File: config.mk
export PLATFORM = sky130hd
export DESIGN_NAME = serial_sub8
export DESIGN_NICKNAME = d
export VERILOG_FILES = /design/src/rtl/serial_sub8_pkg.sv /design/src/rtl/serial_sub8_full_sub1.sv /design/src/rtl/serial_sub8.sv
export SDC_FILE = /design/constraint.sdc
export NUM_CORES = 1
export LEC_CHECK = 0
export ABC_CLOCK_PERIOD_IN_PS = 3900
export CAP_MARGIN = 30
export CORE_UTILIZATION = 70
export CTS_BUF_LIST = sky130_fd_sc_hd__clkbuf_4 sky130_fd_sc_hd__clkbuf_8
export CTS_CLUSTER_SIZE = 14
export DETAILED_ROUTE_END_ITERATION = 16
export DONT_BUFFER_PORTS = 1
export PLACE_DENSITY = 0.86
export SLEW_MARGIN = 10
export SYNTH_ARGS = -nofsm -noshare
export SYNTH_HDL_FRONTEND = slang
export SYNTH_HIERARCHICAL = 1
export SYNTH_SLANG_ARGS = --single-unit
File: constraint.sdc
create_clock -name clk -period 3.9 [get_ports clk]
set_input_delay 0.585 -clock clk [delete_from_list [all_inputs] [get_ports clk]]
set_output_delay 0.585 -clock clk [all_outputs]
set_load 0.02 [all_outputs]
File: src/rtl/serial_sub8_pkg.sv
// Shared types and constants for the bit-serial subtractor.
package serial_sub8_pkg;

   // Default operand width; the result carries one extra bit for the borrow.
   localparam int W_DEFAULT = 8;

   // Sequencer states; encodings are fixed so other blocks can decode them.
   typedef enum logic [1:0] {
      ST_IDLE = 2'd0,
      ST_RUN  = 2'd1,
      ST_DONE = 2'd2
   } state_t;

endpackage : serial_sub8_pkg

File: src/rtl/serial_sub8_full_sub1.sv
// One-bit full subtractor: diff = a - b - bin, bout = borrow out.
module full_sub1 (
   input  logic a,
   input  logic b,
   input  logic bin,
   output logic diff,
   output logic bout
);

   // Borrow is raised when b exceeds a, or when they are equal and a borrow came in.
   always_comb begin
      diff = a ^ b ^ bin;
      bout = (~a & b) | (~(a ^ b) & bin);
   end

endmodule : full_sub1

File: src/rtl/serial_sub8.sv
// Bit-serial W-bit subtractor d = x - y, one bit per clock, LSB first,
// with a start/done handshake. d[W] is the final borrow (x < y unsigned).
module serial_sub8
   import serial_sub8_pkg::*;
#(
   parameter int W = W_DEFAULT
) (
   input  logic         clk,
   input  logic         rst_n,
   input  logic         start,
   input  logic [W-1:0] x,
   input  logic [W-1:0] y,
   output logic         busy,
   output logic         done,
   output logic [W:0]   d
);

   localparam int CW = (W > 1) ? $clog2(W) : 1;

   state_t        state_q, state_d;
   logic [W-1:0]  xs_q;
   logic [W-1:0]  ys_q;
   logic [W-1:0]  res_q;
   logic          b_q;
   logic [CW-1:0] cnt_q;
   logic [W:0]    d_q;

   logic          diff_w;
   logic          bout_w;
   logic          last_bit;

   // The counter holds the index of the bit being processed this cycle.
   assign last_bit = (cnt_q == CW'(W - 1));

   full_sub1 u_full_sub1 (
      .a    (xs_q[0]),
      .b    (ys_q[0]),
      .bin  (b_q),
      .diff (diff_w),
      .bout (bout_w)
   );

   // State register; reset drops straight back to IDLE without a clock.
   always_ff @(posedge clk or negedge rst_n) begin
      if (!rst_n) begin
         state_q <= ST_IDLE;
      end else begin
         state_q <= state_d;
      end
   end

   // Next-state logic: start is only honoured in IDLE, DONE lasts one cycle.
   always_comb begin
      state_d = state_q;
      unique case (state_q)
         ST_IDLE: if (start)    state_d = ST_RUN;
         ST_RUN:  if (last_bit) state_d = ST_DONE;
         ST_DONE:               state_d = ST_IDLE;
         default:               state_d = ST_IDLE;
      endcase
   end

   // Output decode: busy covers RUN and DONE, done flags the DONE cycle.
   always_comb begin
      busy = 1'b0;
      done = 1'b0;
      unique case (state_q)
         ST_IDLE: ;
         ST_RUN:  busy = 1'b1;
         ST_DONE: begin
            busy = 1'b1;
            done = 1'b1;
         end
         default: ;
      endcase
   end

   // Datapath: capture operands on accept, then shift one bit per RUN cycle;
   // d is only written on the last bit so it holds across later RUNs.
   always_ff @(posedge clk or negedge rst_n) begin
      if (!rst_n) begin
         xs_q  <= '0;
         ys_q  <= '0;
         res_q <= '0;
         b_q   <= 1'b0;
         cnt_q <= '0;
         d_q   <= '0;
      end else begin
         unique case (state_q)
            ST_IDLE: begin
               if (start) begin
                  xs_q  <= x;
                  ys_q  <= y;
                  res_q <= '0;
                  b_q   <= 1'b0;
                  cnt_q <= '0;
               end
            end
            ST_RUN: begin
               res_q <= {diff_w, res_q[W-1:1]};
               xs_q  <= {1'b0, xs_q[W-1:1]};
               ys_q  <= {1'b0, ys_q[W-1:1]};
               b_q   <= bout_w;
               cnt_q <= cnt_q + CW'(1);
               if (last_bit) begin
                  d_q <= {bout_w, diff_w, res_q[W-1:1]};
               end
            end
            default: ;
         endcase
      end
   end

   assign d = d_q;

endmodule : serial_sub8

==> results by stage <==
Synthesis:
- The number of enable flip-flop cells after synthesis is 0.
- The number of nets handed over by synthesis was 177.
- The number of instances in the synthesized netlist is 152.
- The combined area of all synthesized cells is 0.00181 mm^2.
- The share of the synthesized area in the top cell type is 52.6%.
- Yosys printed 6 warnings.
- Synthesis inferred 38 register bits.
- The share of the Yosys chip area taken by registers is 52.6%.
- By area the synthesized netlist is led by sky130_fd_sc_hd__dfrtp_1, sky130_fd_sc_hd__a221oi_2, sky130_fd_sc_hd__mux2_2.
- After synthesis, the netlist uses 24 different library cells.
- A synthesized cell averages 11.9 um^2.
- The commonest cells after synthesis are sky130_fd_sc_hd__dfrtp_1, sky130_fd_sc_hd__inv_1, sky130_fd_sc_hd__o22ai_1.
- For this run, asynchronously set or reset flops after synthesis account for 100%.
- The most area-hungry cell type in the Yosys netlist is sky130_fd_sc_hd__dfrtp_1.
- Among all cell types in the netlist, the one instantiated most often is sky130_fd_sc_hd__dfrtp_1.
- The commonest register cell after synthesis is sky130_fd_sc_hd__dfrtp_1.

Route:
- Dividing the detail-routed via count by the number of cells gives 6.39.
- The detailed-routing iteration count for the pre-antenna-repair pass is 4.
- In this run the remaining antenna-violating nets after routing total 0.
- The total number of vias is 1143.
- In the final routed layout, each cell accounts on average for 17.8 um.
- The total routed wire length on the met1 layer is 1430 um.
- The wire length on met3 is 181 um.
- After detailed routing, the total wire length is 3180 um.
- The highest metal layer carrying signal wires in the routed design is met4.
- The detailed router finished its first iteration with 28 violations.
- The total length of routed met2 wires is 1520 um.
- The remaining design rule violation count is 0.

Global routing:
- The total global routing track utilization is 27.0%.
- Entering global routing, the biggest net connects 39 pins.
- The initial antenna violation count is 0.
- The residual overflow from global routing is 0.
- The via count of the first global-routing pass is 1169.
- The first global-routing pass estimated 5220 um of wire.

Power:
- The share of total power dissipated in sequential elements is 45.3%.
- Of the total power, the share spent switching nets is 39.9%.
- The largest voltage drop on the vdd net is 504 uV.
- The total power is 1450 uW.
- The areal power density over the cells is 784 mW/mm^2.
- In this run the static leakage power is 0.000889 uW.
- The share of power burned in combinational logic is 41.1%.
- In this run the power spent charging and discharging nets is 579 uW.
- The share of total power dissipated in the clock network is 13.6%.
- The cell-internal power is 872 uW.

Floorplan:
- The number of placement rows is 18.
- The height of the chip is 52.8 um.
- The area inside the core boundary is 0.00245 mm^2.
- Pin placement for this block handled 30 I/O pins.
- The area of the die is 0.00279 mm^2.
- From left edge to right edge, the die measures 52.8 um.
- The starting utilization of the core area is 73.6%.

Critical path:
- Broken down by cell family, the worst path's largest delay share belongs to adder cells.
- STA classifies the critical path endpoint as a flip-flop.
- The depth of the worst register-to-register path is 5.
- In this run the critical register-to-register path is captured at ys_q[0].
- The start of the worst register-to-register path is state_q[0].
- The category of the critical setup timing path is flip-flop to flip-flop.
- The launching element type of the critical path is a flip-flop.
- The highest net fanout along the worst path is 20.
- For this run, the slowest stage of the critical path takes 0.66 ns.
- On the critical path, the stage with the largest delay is an instance of sky130_fd_sc_hd__ha_1.
- Together, buffers and inverters on the worst path number 1.
- The data required time of the worst path is 4.14 ns.
- The worst register-to-register path has a setup slack of 1.56 ns.
- At the worst endpoint, the arrival time is 2.57 ns.
- The critical path goes through inv_1 -> ha_1 -> nand2_1 -> o22a_1 -> o221a_2.

Clock tree:
- The number of buffers inserted during clock tree synthesis is 5.
- The number of gates resized after CTS was 0.
- The worst-skew pair later-pin latency is 0.34 ns.
- The clock sink total is 38.
- The number of hold buffers added after CTS was 1.
- The clock root buffer master is sky130_fd_sc_hd__clkbuf_4.
- After clock tree synthesis, the clock-pin slew on the worst setup and hold paths is 0.11 ns.
- The number of post-CTS setup repair buffers is 0.
- The H-tree was split into 2 levels.
- TritonCTS built the clock tree.
- The maximum root-to-sink buffer count is 2.

STA:
- The final clock period utilization by the worst path is 59.9%.
- The slew at the pin with the worst max-slew slack is 0.763 ns.
- The number of hold violations in the final report is 0.
- For this run, the top clock speed supported by timing is 428 MHz.
- Setup repair after global routing left no endpoint under its margin.
- In the final timing run, aggregate negative setup slack is 0 ns.
- Setup violations remaining at the end of the flow were counted as 0.
- The setup clock skew after layout is 0.0121 ns.
- The post-layout minimum cycle time is 2.34 ns.
- The final number of max-transition violations is 0.
- The worst relative slew slack is 49.1%.

Flow run:
- The max-capacitance violation count is 0.

Finish:
- The area growth from synthesis to layout is 2.49%.
- Of the cells placed in the final design, the portion with a size suffix greater than 1 is 20.8%.
- The final layout contains 175 nets.
- The total inserted antenna cells is 0.
- The core utilization of the finished layout is 75.4%.
- The cell area after layout is 0.00185 mm^2.

Status:
- The flow ran to the end, and the final reports show no timing, DRC or antenna violations.

Place:
- After legalization and detailed placement, the total HPWL measured 2120 um.
- Input and output buffers added on the ports amount to 0.
- The cell area after placement is 0.00178 mm^2.
- The last weighted congestion value of the routability-driven placer is 0.743.

Worst hold path:
- The worst hold path belongs to the class primary input to asynchronous set/reset pin.
## cell families (layout without fill, tap and decap cells)
family	Yosys count	in the layout	share of synthesized area (%)
AO/OA/AOI/OAI	47	47	22.8
adder cells (fa/ha/maj)	6	6	4.57
buffers and inverters	30	27	7.76
flip-flops	38	38	52.6
multiplexers	10	10	6.23
AND/OR/NAND/NOR	21	21	6.02
## power by group through the flow
stage	registers (uW)	clock network, uW	logic, uW
after floorplan	632	0	545
after global placement	650	0	555
after detailed placement	662	0	591
after CTS	655	203	600
after global routing	674	220	663
final	658	197	597
## sequential cells by signal, summed over array words and instances, names as in the netlist
register / cells
d: 9
xs_q: 8
ys_q: 8
res_q: 7
cnt_q: 3
state_q: 2
b_q: 1
## through the flow
stage,hold WS [ns],setup WS (ns),std cells
2_1_floorplan,0.289,2.42,152
3_3_place_gp,0.290,1.73,171
3_5_place_dp,0.290,1.63,172
4_1_cts,0.0637,1.61,179
5_1_grt,0.0629,1.49,179
6_report,0.0726,1.56,179
## worst reg2reg max path: cells and delay by family (launching register included)
family	cells	cell delay (ns)
adder cells (fa/ha/maj)	1	0.66
AO/OA/AOI/OAI	2	0.57
AND/OR/NAND/NOR	1	0.52
flip-flops	1	0.41
buffers and inverters	1	0.09
## placed cells by master, fill, tap and decap left out
master	n
sky130_fd_sc_hd__mux2_2	10
sky130_fd_sc_hd__o22a_1	2
sky130_fd_sc_hd__inv_1	19
sky130_fd_sc_hd__o221a_2	2
sky130_fd_sc_hd__nand2b_1	1
sky130_fd_sc_hd__a22o_1	10
sky130_fd_sc_hd__a221oi_1	3
sky130_fd_sc_hd__a21oi_1	6
sky130_fd_sc_hd__fa_1	1
sky130_fd_sc_hd__buf_12	1
sky130_fd_sc_hd__and2_4	1
sky130_fd_sc_hd__and3_1	2
sky130_fd_sc_hd__clkbuf_4	5
sky130_fd_sc_hd__o22ai_1	14
sky130_fd_sc_hd__nand3b_1	2
sky130_fd_sc_hd__ha_1	5
sky130_fd_sc_hd__dfrtp_1	38
sky130_fd_sc_hd__nor2_1	12
sky130_fd_sc_hd__nand2_1	2
sky130_fd_sc_hd__buf_2	1
sky130_fd_sc_hd__nand2b_4	1
sky130_fd_sc_hd__a221oi_2	9
sky130_fd_sc_hd__o21ai_0	1
sky130_fd_sc_hd__clkbuf_8	1
## worst max path at each step
stage | startpoint | to | slack [ns] | cells after the start
2_1_floorplan | start | cnt_q[0] | 2.42 | 5
3_3_place_gp | state_q[0] | xs_q[0] | 1.73 | 5
3_5_place_dp | state_q[0] | ys_q[0] | 1.63 | 5
4_1_cts | state_q[0] | ys_q[0] | 1.61 | 5
5_1_grt | state_q[0] | ys_q[0] | 1.49 | 5
6_report | state_q[0] | ys_q[0] | 1.56 | 5
## layout make-up
type | instances | area [um^2]
Timing Repair Buffer | 2 | 25.0
Clock buffer | 6 | 51.3
Sequential cell | 38 | 951
Tap cell | 30 | 37.5
Inverter | 19 | 71.3
Fill cell | 178 | 603
Multi-Input combinational cell | 84 | 716
## per-layer routing
| layer | GRT usage, % | vias to the layer above |
|---|---|---|
| met3 | 9.57 | 4 |
| li1 | - | 543 |
| met1 | 33.4 | 559 |
| met4 | 11.8 | 0 |
| met2 | 42.4 | 37 |
| met5 | 0 | - |
Note: power is estimated with default switching activity, not from simulation.
